==> src/rtl/jtldtest_pkg.sv <==
// Shared types and constants for the ldtest two-pass download verifier.
package jtldtest_pkg;

   // Read/compare FSM encoding
   typedef enum logic [1:0] {
      V_IDLE = 2'd0,
      V_REQ  = 2'd1,
      V_WAIT = 2'd2,
      V_CMP  = 2'd3
   } vstate_t;

   // Byte lane carried by even addresses in a 16-bit SDRAM word
   localparam bit SWAB_HI_EVEN = 1'b1;
   localparam bit SWAB_LO_EVEN = 1'b0;

   // Width of the SDRAM word address port
   localparam int unsigned RD_AW = 22;

   // Bank index width: at least one bit even for a single bank
   function automatic int unsigned calc_baw(input int unsigned banks);
      return (banks <= 2) ? 1 : $clog2(banks);
   endfunction

endpackage

==> src/rtl/jtldtest_errlog.sv <==
// Per-pass error bookkeeping: saturating error count, first-failure log,
// sticky per-bank flags and the end-of-pass verdict.
module jtldtest_errlog
   import jtldtest_pkg::*;
#(
   parameter int unsigned AW    = 25,
   parameter int unsigned BANKS = 4,
   parameter int unsigned BAW   = 2,
   parameter int unsigned ERRW  = 16
) (
   input  logic             clk,
   input  logic             rst,
   input  logic             clr,
   input  logic             cmp_en,
   input  logic             mismatch,
   input  logic             end_pass,
   input  logic [BAW-1:0]   bank,
   input  logic [AW-1:0]    addr,
   input  logic [7:0]       exp_byte,
   input  logic [7:0]       got_byte,
   output logic [BANKS-1:0] bad_ba,
   output logic [ERRW-1:0]  err_cnt,
   output logic [AW-1:0]    first_addr,
   output logic [7:0]       first_exp,
   output logic [7:0]       first_got,
   output logic             pass_done,
   output logic             pass_ok
);

   logic compared;

   // Accumulate compare results; clear at the start of each verify pass
   always_ff @(posedge clk or posedge rst) begin
      if (rst) begin
         bad_ba     <= '0;
         err_cnt    <= '0;
         first_addr <= '0;
         first_exp  <= '0;
         first_got  <= '0;
         compared   <= 1'b0;
         pass_done  <= 1'b0;
         pass_ok    <= 1'b0;
      end else begin
         pass_done <= end_pass;
         if (end_pass)
            pass_ok <= (err_cnt == '0) && compared;
         if (clr) begin
            bad_ba     <= '0;
            err_cnt    <= '0;
            first_addr <= '0;
            first_exp  <= '0;
            first_got  <= '0;
            compared   <= 1'b0;
            pass_ok    <= 1'b0;
         end else if (cmp_en) begin
            compared <= 1'b1;
            if (mismatch) begin
               bad_ba <= bad_ba | (BANKS'(1) << bank);
               if (err_cnt != '1)
                  err_cnt <= err_cnt + ERRW'(1);
               if (err_cnt == '0) begin
                  first_addr <= addr;
                  first_exp  <= exp_byte;
                  first_got  <= got_byte;
               end
            end
         end
      end
   end

endmodule

==> src/rtl/jtldtest_verify.sv <==
// Two-pass SDRAM download verifier: first download is written by the
// external loader, the second is read back and compared byte by byte.
module jtldtest_verify
   import jtldtest_pkg::*;
#(
   parameter int unsigned AW     = 25,
   parameter int unsigned BANKS  = 4,
   parameter int unsigned BA_LSB = 23,
   parameter bit          SWAB   = 1'b1,
   parameter int unsigned ERRW   = 16
) (
   input  logic             clk,
   input  logic             rst,
   input  logic             verify_only,
   input  logic             downloading,
   input  logic [AW-1:0]    ioctl_addr,
   input  logic [7:0]       ioctl_dout,
   input  logic             ioctl_wr,
   output logic             ioctl_wait,
   output logic             do_dwn,
   output logic             phase,
   output logic             refresh_en,
   output logic [BANKS-1:0] ba_rd,
   output logic [21:0]      rd_addr,
   input  logic [BANKS-1:0] ba_ack,
   input  logic [BANKS-1:0] ba_dst,
   input  logic [BANKS-1:0] ba_rdy,
   input  logic [15:0]      data_read,
   output logic [BANKS-1:0] bad_ba,
   output logic [ERRW-1:0]  err_cnt,
   output logic [AW-1:0]    first_addr,
   output logic [7:0]       first_exp,
   output logic [7:0]       first_got,
   output logic             pass_done,
   output logic             pass_ok,
   output logic             overrun
);

   localparam int unsigned BAW = calc_baw(BANKS);
   localparam int unsigned UW  = AW - BA_LSB;
   localparam int unsigned WW  = BA_LSB - 1;

   vstate_t          state, state_nx;
   logic             dl_q, wr_q;
   logic             dl_rise, dl_fall, wr_rise;
   logic             phase_eff, toggle_pend, toggle_evt, pass_end_evt, verify_start;
   logic [UW-1:0]    in_upper;
   logic [BAW-1:0]   in_bank;
   logic [WW-1:0]    in_word;
   logic [BANKS-1:0] in_sel, lat_sel;
   logic             in_range, accept, hit;
   logic [AW-1:0]    lat_addr;
   logic [7:0]       lat_dout;
   logic [BAW-1:0]   lat_bank;
   logic [15:0]      cache_data;
   logic [WW-1:0]    cache_word;
   logic [BAW-1:0]   cache_bank;
   logic             cache_vld;
   logic             lane_hi, mismatch;
   logic [7:0]       got_byte;
   logic [BANKS-1:0] ba_rd_nx;
   logic [21:0]      rd_addr_nx;
   logic             wait_nx;
   logic             unused_dst;

   // The data-strobe phase is not needed: ba_rdy already marks valid data
   assign unused_dst = ^ba_dst;

   // Edge detectors for the loader handshake
   always_ff @(posedge clk or posedge rst) begin
      if (rst) begin
         dl_q <= 1'b0;
         wr_q <= 1'b0;
      end else begin
         dl_q <= downloading;
         wr_q <= ioctl_wr;
      end
   end

   assign dl_rise = downloading & ~dl_q;
   assign dl_fall = ~downloading & dl_q;
   assign wr_rise = ioctl_wr & ~wr_q;

   assign phase_eff    = phase | verify_only;
   assign toggle_evt   = (dl_fall | toggle_pend) & (state == V_IDLE);
   assign pass_end_evt = toggle_evt & phase_eff;
   assign verify_start = dl_rise & phase_eff;
   assign do_dwn       = downloading & ~phase_eff;
   assign refresh_en   = ~downloading;

   // Pass phase; a download ending mid-compare defers the toggle to idle
   always_ff @(posedge clk or posedge rst) begin
      if (rst) begin
         phase       <= 1'b0;
         toggle_pend <= 1'b0;
      end else begin
         if (toggle_evt)
            toggle_pend <= 1'b0;
         else if (dl_fall)
            toggle_pend <= 1'b1;
         if (verify_only)
            phase <= 1'b1;
         else if (toggle_evt)
            phase <= ~phase;
      end
   end

   // Incoming byte decode: bank, word address and cache lookup
   assign in_upper = ioctl_addr[AW-1:BA_LSB];
   assign in_range = 32'(in_upper) < BANKS;
   assign in_bank  = in_upper[BAW-1:0];
   assign in_word  = ioctl_addr[BA_LSB-1:1];
   assign in_sel   = BANKS'(1) << in_bank;
   assign lat_sel  = BANKS'(1) << lat_bank;
   assign accept   = wr_rise & downloading & phase_eff & in_range;
   assign hit      = cache_vld & (cache_word == in_word) & (cache_bank == in_bank);

   // FSM state register
   always_ff @(posedge clk or posedge rst) begin
      if (rst) state <= V_IDLE;
      else     state <= state_nx;
   end

   // FSM next-state logic
   always_comb begin
      state_nx = state;
      unique case (state)
         V_IDLE:  if (accept) state_nx = hit ? V_CMP : V_REQ;
         V_REQ:   if (|(ba_ack & lat_sel)) state_nx = V_WAIT;
         V_WAIT:  if (|(ba_rdy & lat_sel)) state_nx = V_CMP;
         V_CMP:   state_nx = V_IDLE;
         default: state_nx = V_IDLE;
      endcase
   end

   // FSM outputs, computed one cycle ahead so the ports come from flops
   always_comb begin
      ba_rd_nx   = '0;
      rd_addr_nx = rd_addr;
      wait_nx    = (state_nx != V_IDLE);
      if (state_nx == V_REQ)
         ba_rd_nx = (state == V_IDLE) ? in_sel : lat_sel;
      if ((state == V_IDLE) && (state_nx == V_REQ))
         rd_addr_nx = 22'(in_word);
   end

   // Output flops, latched request, one-word cache and overrun flag
   always_ff @(posedge clk or posedge rst) begin
      if (rst) begin
         ba_rd      <= '0;
         rd_addr    <= '0;
         ioctl_wait <= 1'b0;
         lat_addr   <= '0;
         lat_dout   <= '0;
         lat_bank   <= '0;
         cache_data <= '0;
         cache_word <= '0;
         cache_bank <= '0;
         cache_vld  <= 1'b0;
         overrun    <= 1'b0;
      end else begin
         ba_rd      <= ba_rd_nx;
         rd_addr    <= rd_addr_nx;
         ioctl_wait <= wait_nx;
         if ((state == V_IDLE) && accept) begin
            lat_addr <= ioctl_addr;
            lat_dout <= ioctl_dout;
            lat_bank <= in_bank;
         end
         if ((state == V_WAIT) && |(ba_rdy & lat_sel)) begin
            cache_data <= data_read;
            cache_word <= lat_addr[BA_LSB-1:1];
            cache_bank <= lat_bank;
            cache_vld  <= 1'b1;
         end
         if (verify_start) begin
            cache_vld <= 1'b0;
            overrun   <= 1'b0;
         end else if (wr_rise & ioctl_wait) begin
            overrun <= 1'b1;
         end
      end
   end

   // Byte-lane select and compare against the latched loader byte
   assign lane_hi  = (SWAB == SWAB_HI_EVEN) ? ~lat_addr[0] : lat_addr[0];
   assign got_byte = lane_hi ? cache_data[15:8] : cache_data[7:0];
   assign mismatch = (got_byte != lat_dout);

   jtldtest_errlog #(
      .AW    (AW),
      .BANKS (BANKS),
      .BAW   (BAW),
      .ERRW  (ERRW)
   ) u_errlog (
      .clk        (clk),
      .rst        (rst),
      .clr        (verify_start),
      .cmp_en     (state == V_CMP),
      .mismatch   (mismatch),
      .end_pass   (pass_end_evt),
      .bank       (lat_bank),
      .addr       (lat_addr),
      .exp_byte   (lat_dout),
      .got_byte   (got_byte),
      .bad_ba     (bad_ba),
      .err_cnt    (err_cnt),
      .first_addr (first_addr),
      .first_exp  (first_exp),
      .first_got  (first_got),
      .pass_done  (pass_done),
      .pass_ok    (pass_ok)
   );

endmodule

==> config.mk <==
export PLATFORM = sky130hd
export DESIGN_NAME = jtldtest_verify
export DESIGN_NICKNAME = d
export VERILOG_FILES = /design/src/rtl/jtldtest_pkg.sv /design/src/rtl/jtldtest_errlog.sv /design/src/rtl/jtldtest_verify.sv
export SDC_FILE = /design/constraint.sdc
export NUM_CORES = 1
export LEC_CHECK = 0
export ABC_AREA = 1
export CORE_ASPECT_RATIO = 1.2
export CORE_UTILIZATION = 52
export CTS_CLUSTER_SIZE = 10
export DETAILED_ROUTE_END_ITERATION = 6
export PLACE_DENSITY_LB_ADDON = 0.12
export SYNTH_ARGS = -nofsm -noshare
export SYNTH_HDL_FRONTEND = slang
export SYNTH_SLANG_ARGS = --single-unit
==> constraint.sdc <==
create_clock -name clk -period 6.7 [get_ports clk]
set_input_delay 1.005 -clock clk [delete_from_list [all_inputs] [get_ports clk]]
set_output_delay 1.005 -clock clk [all_outputs]
set_load 0.05 [all_outputs]
# After elaboration in Yosys (flattened, before gate mapping)
# Index checks and enable logic that the tools add are counted.
[totals] regBits=174 latchBits=0 ramBits=0 romBits=0 input_bits=66 output_inout_bits=94 wordCells=117 n_memories=0
[classes] add_sub_neg=1 multipliers=0 div=0 order_cmp=0 n_eq_ne=8 shift=2 mux=39 n_bitwise=22 n_reduce_logical=21
[ops] op="25-bit 2-to-1 mux" n=4
[ops] op="8-bit 2-to-1 mux" n=9
[ops] op="16-bit 2-to-1 mux" n=4
[ops] op="22-bit equality test" n=1
[ops] op="4-bit 2-to-1 mux" n=5
[ops] op="2-bit nonzero test" n=10
[ops] op="16-bit by 1-bit adder with 16-bit output, second input constant" n=1
[ops] op="16-bit zero test" n=1
[ops] op="16-bit inequality test, second input constant" n=1
[ops] op="1-bit bitwise AND" n=12
[ops] op="1-bit 2-to-1 mux" n=12
[ops] op="4-bit bitwise AND" n=2
[ops] op="2-bit 2-to-1 mux" n=4
[ops] op="8-bit inequality test" n=1
[ops] op="2-bit case mux with 4 select lines" n=1
[ops] op="4-bit OR reduction" n=2
[ops] op="1-bit by 2-bit left shift with 4-bit output, first input constant" n=2
[ops] op="3-bit AND reduction" n=2
[ops] op="1-bit NOT" n=5
[ops] op="2-bit by 1-bit equality test with 1-bit output, second input constant" n=2
[ops] op="2-bit equality test, second input constant" n=2
[ops] op="1-bit logical AND" n=4
[ops] op="4-bit OR" n=1
[ops] op="2-bit equality test" n=1
[ops] op="3 further kinds" n=4

# Longest topological paths before layout
[logic_depth] word_depth=8 ltp_mapped=13 ltp_nobuf=12

# Cells and area by module
# A second synthesis with hierarchy kept.
[unflattened] cells_unflattened=1030 area_unflattened_um2=8199.1
[modules_own_cells] mod="jtldtest_verify" instances=1 cells_per_inst=660 area_per_inst_um2=5139.9 seq_area_each_um2=2702.6
[modules_own_cells] mod="jtldtest_errlog" instances=1 cells_per_inst=370 area_per_inst_um2=3059.2 seq_area_each_um2=1601.5

# Worst setup path after synthesis
# No wires, ideal clock.
[synth_timing] kind="input to output" start="input port downloading" end="output port do_dwn" arrival_time_ns=1.953 t_required_ns=5.695 slack_ns=3.742 stages=2 path_buffers=0 path_cell_list="inv_1 -> nor2_1"
[synth_between] elab_chain_len=1
[synth_lines] element="start: declaration" line="jtldtest_verify.sv:15" text="input logic downloading,"
[synth_lines] element="1-bit bitwise AND" line="jtldtest_verify.sv:88" text="assign do_dwn = downloading & ~phase_eff;"
[synth_lines] element="end: declaration" line="jtldtest_verify.sv:20" text="output logic do_dwn,"
# Every way passes these cells.

# Final worst setup path
[layout_timing] start="input port ba_rdy[2]" end="register rd_addr[16]"
[layout_between] elab_chain_len=6
[layout_lines] element="start: declaration" line="jtldtest_verify.sv:27" text="input logic [BANKS-1:0] ba_rdy,"
[layout_lines] element="4-bit bitwise AND" line="jtldtest_verify.sv:130" text="V_WAIT: if (|(ba_rdy & lat_sel)) state_nx = V_CMP;"
[layout_lines] element="4-bit OR reduction" line="jtldtest_verify.sv:130"
[layout_lines] element="2-bit 2-to-1 mux" line="jtldtest_verify.sv:130"
[layout_lines] element="2-bit case mux with 4 select lines" line="jtldtest_verify.sv:127" text="unique case (state)"
[layout_lines] element="2-bit by 1-bit equality test with 1-bit output" line="jtldtest_verify.sv:143" text="if ((state == V_IDLE) && (state_nx == V_REQ))"
[layout_lines] element="1-bit logical AND" line="jtldtest_verify.sv:143"
[layout_lines] element="end signal: assignment" line="jtldtest_verify.sv:163" text="rd_addr <= rd_addr_nx;"
[layout_lines] element="end: declaration" line="jtldtest_verify.sv:24" text="output logic [21:0] rd_addr,"
# Every way passes these cells.
# A chain may end at the register's enable or synchronous reset.

==> impl_results.html <==
<table>
<tr><th>Metric</th><th>Value</th></tr>
<tr><th colspan="2">Yosys</th></tr>
<tr><td>Share of cell area taken by muxes after synthesis</td><td>0%</td></tr>
<tr><td>Number of storage elements in the synthesis netlist</td><td>172</td></tr>
<tr><td>Biggest area consumer among synthesized cells</td><td>sky130_fd_sc_hd__dfrtp_1</td></tr>
<tr><td>Post-Synthesis Cell Area</td><td>0.00827 mm2</td></tr>
<tr><td>Synth Area per Inst</td><td>7.62 um2</td></tr>
<tr><td>Number of nets produced by synthesis</td><td>1153</td></tr>
<tr><td>Share of synthesized cell area in full adder, half adder and majority cells</td><td>0.302%</td></tr>
<tr><td>FFs w/ async S/R, synth</td><td>100%</td></tr>
<tr><td>Post-Synth Simple-Gate Area</td><td>30.8%</td></tr>
<tr><td>Compound-gate portion of the synthesized area</td><td>6.13%</td></tr>
<tr><td>Distinct cell type count of the synthesized netlist</td><td>27</td></tr>
<tr><td>Warnings from Yosys</td><td>0</td></tr>
<tr><td>Largest cells by area after synthesis</td><td>sky130_fd_sc_hd__dfrtp_1, sky130_fd_sc_hd__nand2_1, sky130_fd_sc_hd__inv_1</td></tr>
<tr><td>Combinational family with the most area after synthesis</td><td>simple AND/OR/NAND/NOR gates</td></tr>
<tr><td>Post-synth EDFFs</td><td>0</td></tr>
<tr><td>Predominant post-synthesis flop cell</td><td>sky130_fd_sc_hd__dfrtp_1</td></tr>
<tr><td>Synthesized-area fraction occupied by xor and xnor cells</td><td>2.22%</td></tr>
<tr><td>Part of the Yosys area used for sequential elements</td><td>52.0%</td></tr>
<tr><td>Synth Instances</td><td>1085</td></tr>
<tr><td>Area share of the leading cell type in the synthesized netlist</td><td>52.0%</td></tr>
<tr><th colspan="2">Pwr</th></tr>
<tr><td>Reported leakage power</td><td>5.26 nW</td></tr>
<tr><td>Worst voltage drop across the vdd grid</td><td>0.000308 V</td></tr>
<tr><td>Total power density per cell area</td><td>525 mW/mm2</td></tr>
<tr><th colspan="2">Global routing</th></tr>
<tr><td>Pin count of the biggest net entering global routing</td><td>76</td></tr>
<tr><td>Vias in the first global route</td><td>6922</td></tr>
<tr><td>GRT Resource Usage Total</td><td>26.5%</td></tr>
<tr><td>First-pass GRT wire length</td><td>33600 um</td></tr>
<tr><td>Overflow left after global routing</td><td>0</td></tr>
<tr><td>Initial antenna violation count</td><td>0</td></tr>
<tr><th colspan="2">Setup path</th></tr>
<tr><td>Critical Path End</td><td>rd_addr[16]</td></tr>
<tr><td>Critical path class</td><td>input port to register</td></tr>
<tr><td>CP startpoint</td><td>ba_rdy[2]</td></tr>
<tr><td>Largest delay share family, worst path</td><td>simple AND/OR/NAND/NOR gates</td></tr>
<tr><td>Crit Reg-Reg Endpoint</td><td>rd_addr[16]</td></tr>
<tr><td>Critical R2R Launch</td><td>lat_addr[24]</td></tr>
<tr><td>Crit. End Element</td><td>register</td></tr>
<tr><td>Worst EP required</td><td>7.06 ns</td></tr>
<tr><td>Worst path cell trace</td><td>clkdlybuf4s50_1 &gt; nand2_1 &gt; nand2_1 &gt; o21ai_4 &gt; buf_4 &gt; nand3_1 &gt; nand4_1 &gt; nand2_1 &gt; nand2_1</td></tr>
<tr><td>Critical path's largest stage delay</td><td>1.10 ns</td></tr>
<tr><td>Worst-path maximum fanout</td><td>60</td></tr>
<tr><td>Most frequent cell on the critical path</td><td>sky130_fd_sc_hd__nand2_1</td></tr>
<tr><td>Total buffers and inverters traversed by the critical path</td><td>2</td></tr>
<tr><td>Sort of element at the start of the critical path</td><td>input port</td></tr>
<tr><td>Stages on the worst setup path</td><td>9</td></tr>
<tr><td>Register-to-register setup slack</td><td>2.98 ns</td></tr>
<tr><td>CP max-delay cell</td><td>sky130_fd_sc_hd__nand4_1</td></tr>
<tr><td>Arrival time worst endpoint</td><td>4.43 ns</td></tr>
<tr><td>Cells on worst reg2reg path</td><td>10</td></tr>
<tr><th colspan="2">Clocking</th></tr>
<tr><td>Buffer cell driving the clock tree root</td><td>sky130_fd_sc_hd__clkbuf_16</td></tr>
<tr><td>Post CTS Setup Buffer Count</td><td>0</td></tr>
<tr><td>H-Tree Level Count</td><td>4</td></tr>
<tr><td>Clock Pin Slew Worst Setup and Hold Paths</td><td>0.07 ns</td></tr>
<tr><td>Longest Clk Path Bufs</td><td>2</td></tr>
<tr><td>CTS tree</td><td>done</td></tr>
<tr><td>Count of hold-fix buffers inserted at cts</td><td>0</td></tr>
<tr><td>Number of gates resized after CTS</td><td>0</td></tr>
<tr><td>Total CTS buffers</td><td>17</td></tr>
<tr><td>Clock insertion delay at the later pin of the skew report</td><td>0.43 ns</td></tr>
<tr><td>TritonCTS sink count</td><td>172</td></tr>
<tr><th colspan="2">Timing</th></tr>
<tr><td>Final critical-path setup slack</td><td>2.63 ns</td></tr>
<tr><td>Final setup violation count</td><td>0</td></tr>
<tr><td>Minimum period implied by the final worst setup slack</td><td>4.07 ns</td></tr>
<tr><td>Number of max-slew violations in the final report</td><td>0</td></tr>
<tr><td>Fmax</td><td>246 MHz</td></tr>
<tr><td>Worst-Margin Slew</td><td>1.04 ns</td></tr>
<tr><td>Worst hold margin</td><td>0.473 ns</td></tr>
<tr><td>Setup repair after global routing missed its margin</td><td>no</td></tr>
<tr><td>Relative max-transition margin</td><td>30.4%</td></tr>
<tr><td>Fin crit share</td><td>60.7%</td></tr>
<tr><td>Worst clock skew</td><td>0.0113 ns</td></tr>
<tr><td>Setup Total Neg Slack</td><td>0 ns</td></tr>
<tr><td>Final number of hold-violating endpoints</td><td>0</td></tr>
<tr><th colspan="2">Die</th></tr>
<tr><td>Floorplan die area</td><td>0.0164 mm2</td></tr>
<tr><td>Die span in x</td><td>117 um</td></tr>
<tr><td>Chip Height</td><td>140 um</td></tr>
<tr><td>Area of the core</td><td>0.0156 mm2</td></tr>
<tr><td>Rows</td><td>50</td></tr>
<tr><td>Starting density of the core</td><td>53.1%</td></tr>
<tr><td>Top-level I/O count</td><td>160</td></tr>
<tr><th colspan="2">Layout</th></tr>
<tr><td>Commonest cells after routing, fill and taps aside</td><td>sky130_fd_sc_hd__nand2_1, sky130_fd_sc_hd__dfrtp_1, sky130_fd_sc_hd__clkdlybuf4s50_1</td></tr>
<tr><td>Net total in the final layout</td><td>1286</td></tr>
<tr><td>Total inserted antenna cells</td><td>0</td></tr>
<tr><td>Count of filler cells inserted in the layout</td><td>1315</td></tr>
<tr><td>Leading cell type in the layout, fill and taps excluded</td><td>sky130_fd_sc_hd__nand2_1</td></tr>
<tr><td>Fraction of layout instances using a drive strength above 1</td><td>4.71%</td></tr>
<tr><td>Signed area change from the synthesized netlist to the final layout</td><td>27.5%</td></tr>
<tr><th colspan="2">Detailed routing</th></tr>
<tr><td>DRT iter0 DRCs</td><td>488</td></tr>
<tr><td>DR vias/cell</td><td>5.12</td></tr>
<tr><td>First drt pass iteration count</td><td>5</td></tr>
<tr><td>Wirelength per Cell</td><td>14.1 um</td></tr>
<tr><td>Final routed DRC violation total</td><td>0</td></tr>
<tr><td>Vias after detailed routing</td><td>7362</td></tr>
<tr><td>Total Wirelength</td><td>20300 um</td></tr>
<tr><td>DRT antenna net count</td><td>0</td></tr>
<tr><th colspan="2">Placement</th></tr>
<tr><td>Port buffer count</td><td>155</td></tr>
<tr><td>Dpl ws</td><td>2.20 ns</td></tr>
<tr><td>Dpl hpwl</td><td>13500 um</td></tr>
<tr><td>Final weighted congestion of routability-driven global placement</td><td>0.871</td></tr>
<tr><th colspan="2">Min path</th></tr>
<tr><td>Hold WC Path Type</td><td>register to register</td></tr>
<tr><td>Number of cells traversed by the worst hold path</td><td>2</td></tr>
<tr><th colspan="2">Flow run</th></tr>
<tr><td>Maxcap violations</td><td>0</td></tr>
<tr><th colspan="2">Status</th></tr>
<tr><td>Outcome</td><td>complete, no violations</td></tr>
</table>
-- registers in the layout, indices dropped and copies added (netlist names), 2 cells and up --
signal / count
u_errlog.first_exp: 8
lat_dout: 8
cache_bank: 2
state: 2
lat_addr: 25
u_errlog.first_got: 8
u_errlog.err_cnt: 16
cache_data: 16
cache_word: 22
u_errlog.bad_ba: 4
ba_rd: 4
u_errlog.first_addr: 25
rd_addr: 22
-- worst min-delay path by stage --
stage	from	endpoint	slack (ns)
2_1_floorplan	cache_data[1]	cache_data[1]	0.45
3_3_place_gp	u_errlog.first_got[0]	u_errlog.first_got[0]	0.46
3_5_place_dp	u_errlog.first_got[0]	u_errlog.first_got[0]	0.46
4_1_cts	u_errlog.first_got[0]	u_errlog.first_got[0]	0.47
5_1_grt	u_errlog.first_got[5]	u_errlog.first_got[5]	0.49
6_report	u_errlog.first_addr[14]	u_errlog.first_addr[14]	0.47
-- logic make-up after synthesis --
group / Yosys count
AO/OA/AOI/OAI: 95
adder cells (fa/ha/maj): 2
XOR/XNOR: 21
buffers and inverters: 172
AND/OR/NAND/NOR: 623
flip-flops: 172
-- through the flow --
stage | total power (W) | area (um2) | utilization (%) | std cells
after detailed placement | 0.00453 | 9940 | 63.8 | 1407
after global routing | 0.00592 | 10600 | 67.7 | 1439
after floorplan | 0.00368 | 8270 | - | 1085
final | 0.00554 | 10600 | 67.7 | 1439
after CTS | 0.00557 | 10600 | 67.7 | 1439
after global placement | 0.00447 | 9940 | 63.8 | 1407
-- layer usage --
layer	global-route usage [%]	share of wire, %
met5	0	0
met4	9.53	2.1
met3	5.41	5.4
met2	41.5	47
met1	36.3	45
-- synthesized netlist by cell type (4+ instances only) --
| cell | n |
|---|---|
| sky130_fd_sc_hd__buf_1 | 5 |
| sky130_fd_sc_hd__buf_4 | 6 |
| sky130_fd_sc_hd__nor3b_1 | 4 |
| sky130_fd_sc_hd__nor2_1 | 113 |
| sky130_fd_sc_hd__o21ai_0 | 77 |
| sky130_fd_sc_hd__clkbuf_1 | 26 |
| sky130_fd_sc_hd__buf_2 | 10 |
| sky130_fd_sc_hd__xnor2_1 | 4 |
| sky130_fd_sc_hd__nor2_2 | 4 |
| sky130_fd_sc_hd__nand3_1 | 73 |
| sky130_fd_sc_hd__inv_1 | 119 |
| sky130_fd_sc_hd__nand4_1 | 30 |
| sky130_fd_sc_hd__o21ai_2 | 7 |
| sky130_fd_sc_hd__dfrtp_1 | 172 |
| sky130_fd_sc_hd__nand2_1 | 391 |
| sky130_fd_sc_hd__xor2_1 | 17 |
| sky130_fd_sc_hd__a21oi_1 | 6 |
-- area by class of cell --
class | count | area [um2] | share of cell area (%)
sequential | 172 | 4300 | 40.8
tap | 208 | 260 | 2.47
inverter | 122 | 463 | 4.39
clock inverter | 12 | 164 | 1.55
timing repair buffer | 164 | 1620 | 15.3
clock buffer | 20 | 447 | 4.23
multi-input combinational | 741 | 3290 | 31.2
-- worst min-delay path, cell delays in order (launching register included) --
cell	delay (ns)
sky130_fd_sc_hd__dfrtp_1	0.35
sky130_fd_sc_hd__nand2_1	0.05
sky130_fd_sc_hd__nand2_1	0.04
-- power by group --
group | switching (W) | internal, W
clock | 0.000426 | 0.000601
combinational | 0.00183 | 0.000869
sequential | 0.000316 | 0.00151
Note: power is estimated with default switching activity, not from simulation.
